--- config.mk ---
export PLATFORM = sky130hd
export DESIGN_NAME = tnn_serial_engine
export DESIGN_NICKNAME = d
export VERILOG_FILES = /design/src/rtl/tnn_pkg.sv /design/src/rtl/tnn_lane_mac.sv /design/src/rtl/tnn_serial_engine.sv
export SDC_FILE = /design/constraint.sdc
export NUM_CORES = 2
export LEC_CHECK = 0
export BUFFER_PORTS_ARGS = -buffer_cell sky130_fd_sc_hd__buf_4
export CAP_MARGIN = 20
export CORE_MARGIN = 5
export CORE_UTILIZATION = 60
export DETAILED_ROUTE_END_ITERATION = 8
export PLACE_DENSITY = 0.95
export SETUP_SLACK_MARGIN = 0.3
export SYNTH_ARGS = -nofsm -noshare
export SYNTH_HDL_FRONTEND = slang
export SYNTH_SLANG_ARGS = --single-unit
--- constraint.sdc ---
create_clock -name clk -period 23.9 [get_ports clk]
set_clock_uncertainty 0.15 [all_clocks]
set_input_delay 2.39 -clock clk [delete_from_list [all_inputs] [get_ports clk]]
set_output_delay 2.39 -clock clk [all_outputs]
set_load 0.02 [all_outputs]
--- src/rtl/tnn_pkg.sv ---
// Shared definitions for the serial ternary neural-network engine:
// ternary code points, FSM state encoding and derived-width helpers.
package tnn_pkg;

    localparam logic [1:0] TC_ZERO = 2'b00;
    localparam logic [1:0] TC_POS  = 2'b01;
    localparam logic [1:0] TC_RSVD = 2'b10;
    localparam logic [1:0] TC_NEG  = 2'b11;

    typedef enum logic [2:0] {
        ST_IDLE,
        ST_ACC,
        ST_THR,
        ST_ARG,
        ST_DONE
    } state_t;

    // Signed width able to hold +/- feat_cnt * max_feature without overflow.
    function automatic int acc_width(input int feat_cnt, input int feat_bits);
        return $clog2(feat_cnt * ((1 << feat_bits) - 1) + 1) + 1;
    endfunction

    function automatic int score_width(input int hidden_cnt);
        return $clog2(hidden_cnt + 1);
    endfunction

    function automatic int addr_width(input int depth);
        return (depth > 1) ? $clog2(depth) : 1;
    endfunction

endpackage

--- src/rtl/tnn_lane_mac.sv ---
// Combinational LANES-wide ternary multiply-accumulate: each lane adds
// +feature, -feature or nothing, and the lane terms are summed signed.
module tnn_lane_mac
    import tnn_pkg::*;
#(
    parameter int LANES     = 8,
    parameter int FEAT_BITS = 4
) (
    input  logic [LANES*FEAT_BITS-1:0]                   feat,
    input  logic [2*LANES-1:0]                           codes,
    output logic signed [acc_width(LANES, FEAT_BITS)-1:0] sum
);

    localparam int MAC_W = acc_width(LANES, FEAT_BITS);

    logic signed [MAC_W-1:0] term;

    always_comb begin
        sum  = '0;
        term = '0;
        for (int k = 0; k < LANES; k++) begin
            term = signed'(MAC_W'(feat[k*FEAT_BITS +: FEAT_BITS]));
            case (codes[2*k +: 2])
                TC_POS:           sum = sum + term;
                TC_NEG:           sum = sum - term;
                TC_ZERO, TC_RSVD: sum = sum;
                default:          sum = sum;
            endcase
        end
    end

endmodule

--- src/rtl/tnn_serial_engine.sv ---
// Sequential ternary classifier: streams layer-1/layer-2 weights from
// synchronous ROMs, thresholds each hidden neuron, scores classes, argmax.
module tnn_serial_engine
    import tnn_pkg::*;
#(
    parameter int FEAT_CNT   = 128,
    parameter int FEAT_BITS  = 4,
    parameter int HIDDEN_CNT = 40,
    parameter int CLASS_CNT  = 6,
    parameter int LANES      = 8
) (
    input  logic                                              clk,
    input  logic                                              rst_n,
    input  logic                                              in_valid,
    output logic                                              in_ready,
    input  logic [FEAT_CNT*FEAT_BITS-1:0]                     features,
    output logic [addr_width(HIDDEN_CNT*FEAT_CNT/LANES)-1:0]  w1_addr,
    input  logic [2*LANES-1:0]                                w1_data,
    output logic [addr_width(HIDDEN_CNT)-1:0]                 w2_addr,
    input  logic [2*CLASS_CNT-1:0]                            w2_data,
    output logic                                              out_valid,
    input  logic                                              out_ready,
    output logic [addr_width(CLASS_CNT)-1:0]                  prediction,
    output logic                                              busy
);

    localparam int CHUNKS  = FEAT_CNT / LANES;
    localparam int ACC_W   = acc_width(FEAT_CNT, FEAT_BITS);
    localparam int MAC_W   = acc_width(LANES, FEAT_BITS);
    localparam int SCORE_W = score_width(HIDDEN_CNT);
    localparam int W1_AW   = addr_width(HIDDEN_CNT * CHUNKS);
    localparam int H_W     = addr_width(HIDDEN_CNT);
    localparam int C_W     = addr_width(CHUNKS);
    localparam int P_W     = addr_width(CLASS_CNT);

    localparam logic [C_W-1:0] C_LAST = C_W'(CHUNKS - 1);
    localparam logic [H_W-1:0] H_LAST = H_W'(HIDDEN_CNT - 1);
    localparam logic [P_W-1:0] J_LAST = P_W'(CLASS_CNT - 1);

    if (FEAT_CNT % LANES != 0) begin : g_lane_check
        $error("tnn_serial_engine: FEAT_CNT must be a multiple of LANES");
    end

    state_t                      state_q, state_d;
    logic [FEAT_CNT*FEAT_BITS-1:0] feat_q;
    logic                        primed_q;
    logic [C_W-1:0]              c_q;
    logic [H_W-1:0]              h_q;
    logic [P_W-1:0]              j_q;
    logic signed [ACC_W-1:0]     acc_q;
    logic [SCORE_W-1:0]          score_q [CLASS_CNT];
    logic [SCORE_W-1:0]          best_q;
    logic [P_W-1:0]              best_idx_q;
    logic [P_W-1:0]              pred_q;
    logic [W1_AW-1:0]            w1_addr_q;

    logic [LANES*FEAT_BITS-1:0]  chunk_feat;
    logic signed [MAC_W-1:0]     mac_sum;
    logic                        last_chunk, last_hidden, last_class;
    logic                        hidden_bit, better;

    assign chunk_feat  = feat_q[int'(c_q) * (LANES*FEAT_BITS) +: LANES*FEAT_BITS];
    assign last_chunk  = (state_q == ST_ACC) && primed_q && (c_q == C_LAST);
    assign last_hidden = (h_q == H_LAST);
    assign last_class  = (j_q == J_LAST);
    assign hidden_bit  = ~acc_q[ACC_W-1];
    assign better      = (score_q[j_q] > best_q);

    tnn_lane_mac #(
        .LANES     (LANES),
        .FEAT_BITS (FEAT_BITS)
    ) u_lane_mac (
        .feat  (chunk_feat),
        .codes (w1_data),
        .sum   (mac_sum)
    );

    // NOTE: sequential state uses <= so every register sees pre-edge values.
    always_ff @(posedge clk) begin
        if (!rst_n) state_q <= ST_IDLE;
        else        state_q <= state_d;
    end

    // NOTE: state_d gets its default before the case, so no path can infer a latch.
    always_comb begin
        state_d = state_q;
        case (state_q)
            ST_IDLE: if (in_valid)   state_d = ST_ACC;
            ST_ACC:  if (last_chunk) state_d = ST_THR;
            ST_THR:  state_d = last_hidden ? ST_ARG : ST_ACC;
            ST_ARG:  if (last_class) state_d = ST_DONE;
            ST_DONE: if (out_ready)  state_d = ST_IDLE;
            default: state_d = ST_IDLE;
        endcase
    end

    // The ROM returns data one cycle after the address, so w1_addr runs one
    // chunk ahead of consumption; the first ACC cycle only primes the ROM.
    always_ff @(posedge clk) begin
        if (!rst_n) begin
            feat_q     <= '0;
            primed_q   <= 1'b0;
            c_q        <= '0;
            h_q        <= '0;
            j_q        <= '0;
            acc_q      <= '0;
            best_q     <= '0;
            best_idx_q <= '0;
            pred_q     <= '0;
            w1_addr_q  <= '0;
            // NOTE: the score array is a handful of flops, not a RAM, so it is reset explicitly.
            for (int j = 0; j < CLASS_CNT; j++) score_q[j] <= '0;
        end else begin
            case (state_q)
                ST_IDLE: begin
                    if (in_valid) begin
                        feat_q    <= features;
                        primed_q  <= 1'b0;
                        c_q       <= '0;
                        h_q       <= '0;
                        acc_q     <= '0;
                        w1_addr_q <= '0;
                        for (int j = 0; j < CLASS_CNT; j++) score_q[j] <= '0;
                    end
                end
                ST_ACC: begin
                    if (!primed_q) begin
                        primed_q  <= 1'b1;
                        w1_addr_q <= w1_addr_q + 1'b1;
                    end else begin
                        acc_q <= acc_q + ACC_W'(mac_sum);
                        if (c_q == C_LAST) begin
                            c_q <= '0;
                            if (last_hidden) w1_addr_q <= '0;
                        end else begin
                            c_q       <= c_q + 1'b1;
                            w1_addr_q <= w1_addr_q + 1'b1;
                        end
                    end
                end
                ST_THR: begin
                    for (int j = 0; j < CLASS_CNT; j++) begin
                        if ((w2_data[2*j +: 2] == TC_POS &&  hidden_bit) ||
                            (w2_data[2*j +: 2] == TC_NEG && !hidden_bit))
                            score_q[j] <= score_q[j] + 1'b1;
                    end
                    acc_q <= '0;
                    if (!last_hidden) begin
                        h_q       <= h_q + 1'b1;
                        w1_addr_q <= w1_addr_q + 1'b1;
                    end else begin
                        h_q        <= '0;
                        j_q        <= '0;
                        best_q     <= '0;
                        best_idx_q <= '0;
                    end
                end
                ST_ARG: begin
                    // Strict greater-than keeps the lowest index on ties.
                    if (better) begin
                        best_q     <= score_q[j_q];
                        best_idx_q <= j_q;
                    end
                    if (last_class) begin
                        pred_q <= better ? j_q : best_idx_q;
                        j_q    <= '0;
                    end else begin
                        j_q <= j_q + 1'b1;
                    end
                end
                default: ;
            endcase
        end
    end

    assign in_ready   = (state_q == ST_IDLE);
    assign busy       = (state_q != ST_IDLE);
    assign out_valid  = (state_q == ST_DONE);
    assign prediction = pred_q;
    assign w1_addr    = w1_addr_q;
    assign w2_addr    = h_q;

endmodule

### Word level (Yosys, flattened, before mapping)

Memory sizes are Yosys's and may differ from the RTL's. A register that Yosys moved wholly into a read port is not among the register bits.
Cells that the tools add are included.

| word-level totals | value |
|---|---|
| word-level logic and storage cells | 240 |
| bits in registers | 563 |
| memories kept | 1 |
| input port bits | 544 |
| memory bits (writable) | 36 |
| output and inout bits | 22 |

Memory list:

| name | words | width | rd ports | clocked after Yosys merged registers in | write ports | RTL line | RTL |
|---|---|---|---|---|---|---|---|
| score_q | 6 | 6 | 7 | 1 | 6 | tnn_serial_engine.sv:51 | `logic [SCORE_W-1:0] score_q [CLASS_CNT];` |

| cells by class | value |
|---|---|
| bitwise logic cells | 13 |
| shifts and indexed selects | 1 |
| magnitude comparators | 1 |
| add/subtract/negate cells | 26 |
| multiplexer cells | 83 |
| equal/unequal tests | 52 |
| reduce and logical (&&, ||, !) cells | 52 |

Operators by type and width:

| cell | count |
|---|---|
| variable part select 512 x 10 -> 32 bit | 1 |
| case mux 8 bit (3 select lines) | 8 |
| 2-to-1 mux 6 bit | 16 |
| adder 8 x 5 -> 8 bit | 7 |
| subtractor 8 x 5 -> 8 bit | 7 |
| 2-to-1 mux 10 bit | 5 |
| equality test 2 bit (second input constant) | 22 |
| adder 6 x 1 -> 6 bit (second input constant) | 7 |
| case mux 12 bit (3 select lines) | 1 |
| 2-to-1 mux 1 bit | 30 |
| case mux 10 bit (3 select lines) | 1 |
| equality test 2 x 1 -> 1 bit (second input constant) | 14 |
| 2-to-1 mux 3 bit | 9 |
| 2-to-1 mux 12 bit | 2 |
| case mux 6 bit (2 select lines) | 2 |
| zero test 2 bit | 8 |
| OR reduction 2 bit | 8 |
| case mux 3 bit (5 select lines) | 1 |
| logical AND 1 bit | 14 |
| inequality test 2 bit (second input constant) | 7 |
| adder 12 x 8 -> 12 bit | 1 |
| 2-to-1 mux 4 bit | 3 |
| OR 1 bit | 12 |
| case mux 3 bit (2 select lines) | 2 |
| other kinds (23) | 40 |

### Depth between registers and ports, before layout

| logic depth | value |
|---|---|
| depth in word-level cells | 20 |
| mapped depth | 65 |
| gate-level depth less buffers | 63 |

### Cells and area by module

Synthesis repeated with hierarchy kept, for this count alone.

| second synthesis, totals | value |
|---|---|
| cells, all modules | 2401 |
| area, all modules | 28043.1 um^2 |

Modules (own cells, without submodules):

| module | sequential area each (um^2) | cells each | instances | area an instance (um^2) |
|---|---|---|---|---|
| tnn_serial_engine | 12411.9 | 1879 | 1 | 24289.5 |
| tnn_lane_mac | 0.0 | 522 | 1 | 3753.6 |

### Worst setup path after synthesis

OpenSTA, ideal clock, no wires.

| timing path | value |
|---|---|
| path type | reg-to-reg |
| start point | register c_q[0] |
| end point | register acc_q[11] |
| required time | 23.630 ns |
| path buffers | 5 |
| slack | 11.356 ns |
| setup time | 0.120 ns |
| cell stages (with the launch flop) | 63 |
| arrival | 12.274 ns |
| clock period less this slack | 12.544 ns |
| path through | dfxtp_1 -> buf_6 -> buf_6 -> buf_4 -> buf_1 -> buf_1 -> mux4_2 -> mux4_2 -> nor3_1 -> ha_1 -> mux2i_1 -> ha_1 -> o21a_1 -> nor2_1 -> xnor2_1 -> a21o_1 -> ha_1 -> nand2_1 -> [... 27 more ...] -> or3_1 -> o21ai_0 -> a21oi_1 -> xnor2_1 -> nand2_1 -> xor2_1 -> xnor3_1 -> xor2_1 -> xnor2_1 -> xnor2_1 -> ha_1 -> a21o_1 -> a21oi_1 -> o21bai_1 -> a21oi_1 -> xor3_1 -> nor3b_2 -> o31a_1 |

| between the ends | value |
|---|---|
| cells in the longest elaborated chain, start to end | 20 |
| elaborated cells between the ends (all ways) | 27 |
| those cells by class | 16 x add/sub; 1 x shift; 10 x mux |

RTL lines:

| item | RTL line | RTL |
|---|---|---|
| start: declaration | tnn_serial_engine.sv:47 | `logic [C_W-1:0] c_q;` |
| start signal: assignment | tnn_serial_engine.sv:136 | `c_q <= c_q + 1'b1;` |
| variable part select 512 x 10 -> 32 bit * | tnn_serial_engine.sv:62 | `assign chunk_feat = feat_q[int'(c_q) * (LANES*FEAT_BITS) +: LANES*FEAT_BITS];` |
| subtractor 1 x 4 -> 5 bit | tnn_lane_mac.sv:25 | `TC_NEG: sum = sum - term;` |
| case mux 8 bit (3 select lines) | tnn_lane_mac.sv:23 | `case (codes[2*k +: 2])` |
| subtractor 8 x 5 -> 8 bit or adder 8 x 5 -> 8 bit (tied branches) | tnn_lane_mac.sv:25, tnn_lane_mac.sv:24 |  |
| case mux 8 bit (3 select lines) | tnn_lane_mac.sv:23 |  |
| subtractor 8 x 5 -> 8 bit or adder 8 x 5 -> 8 bit (tied branches) | tnn_lane_mac.sv:25, tnn_lane_mac.sv:24 |  |
| case mux 8 bit (3 select lines) | tnn_lane_mac.sv:23 |  |
| subtractor 8 x 5 -> 8 bit or adder 8 x 5 -> 8 bit (tied branches) | tnn_lane_mac.sv:25, tnn_lane_mac.sv:24 |  |
| [... 4 more ...] | - |  |
| case mux 8 bit (3 select lines) | tnn_lane_mac.sv:23 |  |
| subtractor 8 x 5 -> 8 bit or adder 8 x 5 -> 8 bit (tied branches) | tnn_lane_mac.sv:25, tnn_lane_mac.sv:24 |  |
| case mux 8 bit (3 select lines) | tnn_lane_mac.sv:23 |  |
| subtractor 8 x 5 -> 8 bit or adder 8 x 5 -> 8 bit (tied branches) | tnn_lane_mac.sv:25, tnn_lane_mac.sv:24 |  |
| case mux 8 bit (3 select lines) * | tnn_lane_mac.sv:23 |  |
| adder 12 x 8 -> 12 bit * | tnn_serial_engine.sv:131 | `acc_q <= acc_q + ACC_W'(mac_sum);` |
| 2-to-1 mux 12 bit * | tnn_serial_engine.sv:127 | `if (!primed_q) begin` |
| case mux 12 bit (3 select lines) * | tnn_serial_engine.sv:114 | `case (state_q)` |
| end signal: assignment | tnn_serial_engine.sv:131 |  |
| end: declaration | tnn_serial_engine.sv:50 | `logic signed [ACC_W-1:0] acc_q;` |

Every way passes the cells marked *; elsewhere a longest branch is shown, timed or not. The select of a mux whose other input is x is not followed.
A chain may end at the register's enable or synchronous reset.

### Final worst setup path

Ends and elaborated chain as after synthesis.

==> results.yml <==
job:
  drv_cap: 0
sta:
  setup_viol: 0
  drv_slew: 0
  tightest_slew_ps: 1170
  rsz0062_at_grt: "no"
  period_share_pct: 60.3
  setup_tns_ps: 0
  max_slew_margin_pct: 22.0
  hold_violations: 0
  timing.fmax_mhz: 69.4
  whs_ps: 327
  layout_min_cycle_time_ps: 14410
cells_and_area:
  synthToLayoutAreaGrowth_pct: 23.8
  drive_gt1_share_pct: 30.3
  layout_commonest_cell: "buf_4"
  nNetsFinal: 3452
  final_core_util_pct: 74.9
  layout_common_cells: "buf_4, dfxtp_1, a22o_1"
die:
  die_w_um: 223
  core-area_mm2: 0.0452
  num_io_pins: 566
  dieArea_mm2: 0.0499
  die_h_um: 223
  start_util_pct: 60.5
  rows: 78
grt:
  grt_use_total_pct: 35.7
  grt_pass1_wl_um: 138000
  grt_max_degree: 238
  grt_util_met1_pct: 40.2
  top_usage_layer: "met2"
  antenna_found_initial: 22
  grt_use_met2_pct: 60.1
  use_met3_pct: 7.57
  grt_overflow: 0
  grt_pass1_vias: 23400
worst_setup_path:
  cpMostUsedCell: "ha_1"
  end_kind: "flop"
  critPathMaxStageDelay_ps: 740
  slowest_stage: "buf_4"
  critical_path_class: "flop to flop"
  worstPathMaxFanout: 37
  cp.required_ps: 24240
  worstPathArrival_ps: 14750
  start_kind: "flop"
route:
  viasPerCell: 6.63
  dr.pass1.iters: 6
  drt_iter0_markers: 2688
  routedWlPerCell_um: 27.0
  vias: 23100
  drcViolationCount: 0
  wl_um: 93900
  ant_nets: 0
power:
  powerDensity_mw_per_mm2: 117
  ir_drop_mv: 0.194
  power.leakage_uw: 0.0142
outcome:
  outcome: "finished clean"
clocking:
  clk_pin_slew_worst_paths_ps: 70
  cts_resized: 0
  hold_buffers: 0
  cts_buffers: 57
  htreeDepth: 2
  root_buffer: "clkbuf_16"
  cts_buffer_depth: 3
  cts_tree: "done"
  post-cts-setup-buffers: 0
  clkSinkCount: 602
  insertion_delay_ps: 650
hold_path:
  hp-class: "flop to flop"
synth:
  synth_seq_area_share_pct: 45.4
  yosys_warnings: 0
  synthCells: 2352
  ys_ff_latch: 602
  synthArstFlopShare_pct: 0
  netlist_area_mm2: 0.0273
  synthDistinctLibCells: 62
  synth_edf_count: 36
  syn_avg_cell_area_um2: 11.6
  synth_ff_type: "dfxtp_1"
  synth_nets: 2993
placement:
  hpwl_um: 68100
  port_buffers: 565
  gp_congestion: 0.943
==> where the power goes <==
group | switching [µW] | total, µW | internal (µW)
combinational | 945 | 1840 | 897
sequential | 62.2 | 1150 | 1090
clock | 409 | 963 | 554
total | 1420 | 3960 | 2540
==> Yosys cell counts, types with 7 or more instances <==
master | n | area [µm²]
o21a_1 | 14 | 105
nor2b_1 | 35 | 219
nor3b_1 | 9 | 67.6
nor2_1 | 119 | 447
ha_1 | 90 | 1130
nand4_1 | 7 | 43.8
a21o_1 | 17 | 128
nand3_1 | 27 | 135
nor3_1 | 23 | 115
nand2b_1 | 14 | 87.6
inv_1 | 73 | 274
a22oi_1 | 13 | 97.6
clkbuf_1 | 152 | 571
a21oi_1 | 55 | 275
dfxtp_1 | 566 | 11300
xor2_1 | 35 | 307
xnor2_1 | 69 | 604
fa_1 | 7 | 140
o21ai_0 | 38 | 190
and3_1 | 10 | 62.6
a31oi_1 | 8 | 50.1
mux2_2 | 18 | 203
and2_1 | 16 | 100
o41ai_1 | 10 | 87.6
a22o_1 | 513 | 4490
edfxtp_1 | 36 | 1080
nand2_1 | 91 | 342
mux2i_1 | 35 | 350
mux4_2 | 160 | 3600
a21boi_0 | 8 | 60.1
buf_1 | 18 | 67.6
==> area by class of cell <==
class | instances | area (µm²)
Clock buffer | 87 | 1750
Antenna cell | 22 | 55.1
Inverter | 73 | 274
Multi-Input combinational cell | 1497 | 13900
Timing Repair Buffer | 580 | 4370
Clock inverter | 21 | 270
Tap cell | 600 | 751
Sequential cell | 602 | 12400
Fill cell | 2690 | 11400
==> worst max-delay path, delay by kind of cell (launching register included) <==
kind	cells	cell delay [ps]
flops	1	640
simple gates	14	1860
mux	6	2110
compound gates	14	2640
xor+xnor	11	2190
fa+ha+maj	9	2870
buf+inv	7	1780
==> metal layers <==
layer,share of wire (%),vias to the layer above
li1,-,9940
met1,34,11300
met2,49,1472
met3,8.8,406
met4,8.8,6
met5,0.044,-
==> cells by family (layout without fill, tap and decap cells) <==
family          count (synthesis)  in the layout  synth area share, %
compound gates                710            710                 21.1
xor+xnor                      106            106                 3.50
fa+ha+maj                      97             97                 4.63
buf+inv                       253            761                 3.61
flops                         602            602                 45.4
mux                           216            216                 15.4
other cells                     0             22                    0
simple gates                  368            368                 6.40
==> sequential cells by signal, indices dropped and copies added, names as in the netlist, named ones only <==
| name | count |
|---|---|
| acc_q | 12 |
| best_idx_q | 3 |
| best_q | 6 |
| c_q | 4 |
| feat_q | 512 |
| j_q | 3 |
| prediction | 3 |
| primed_q | 1 |
| score_q | 36 |
| state_q | 3 |
| w1_addr | 10 |
| w2_addr | 6 |
==> path summary, 6_finish.rpt <==
path | from | endpoint | slack, ps | depth (start not counted)
setup reg to reg | c_q[0] | acc_q[11] | 9490 | 61
hold / removal | feat_q[120] | feat_q[120] | 330 | 1
hold reg to reg | feat_q[120] | feat_q[120] | 330 | 1
setup / recovery | c_q[0] | acc_q[11] | 9490 | 61
==> metrics by stage <==
step | cells | area (µm²) | total power [µW] | setup WS, ps
global placement | 3352 | 31800 | 2860 | 10030
CTS | 3460 | 33800 | 3940 | 9470
finish | 3482 | 33800 | 3960 | 9490
detailed placement | 3352 | 31800 | 2970 | 9550
floorplan | 2352 | 27300 | 2580 | 11360
global route | 3477 | 33800 | 4190 | 8600
Power figures use the tool's default switching activity.
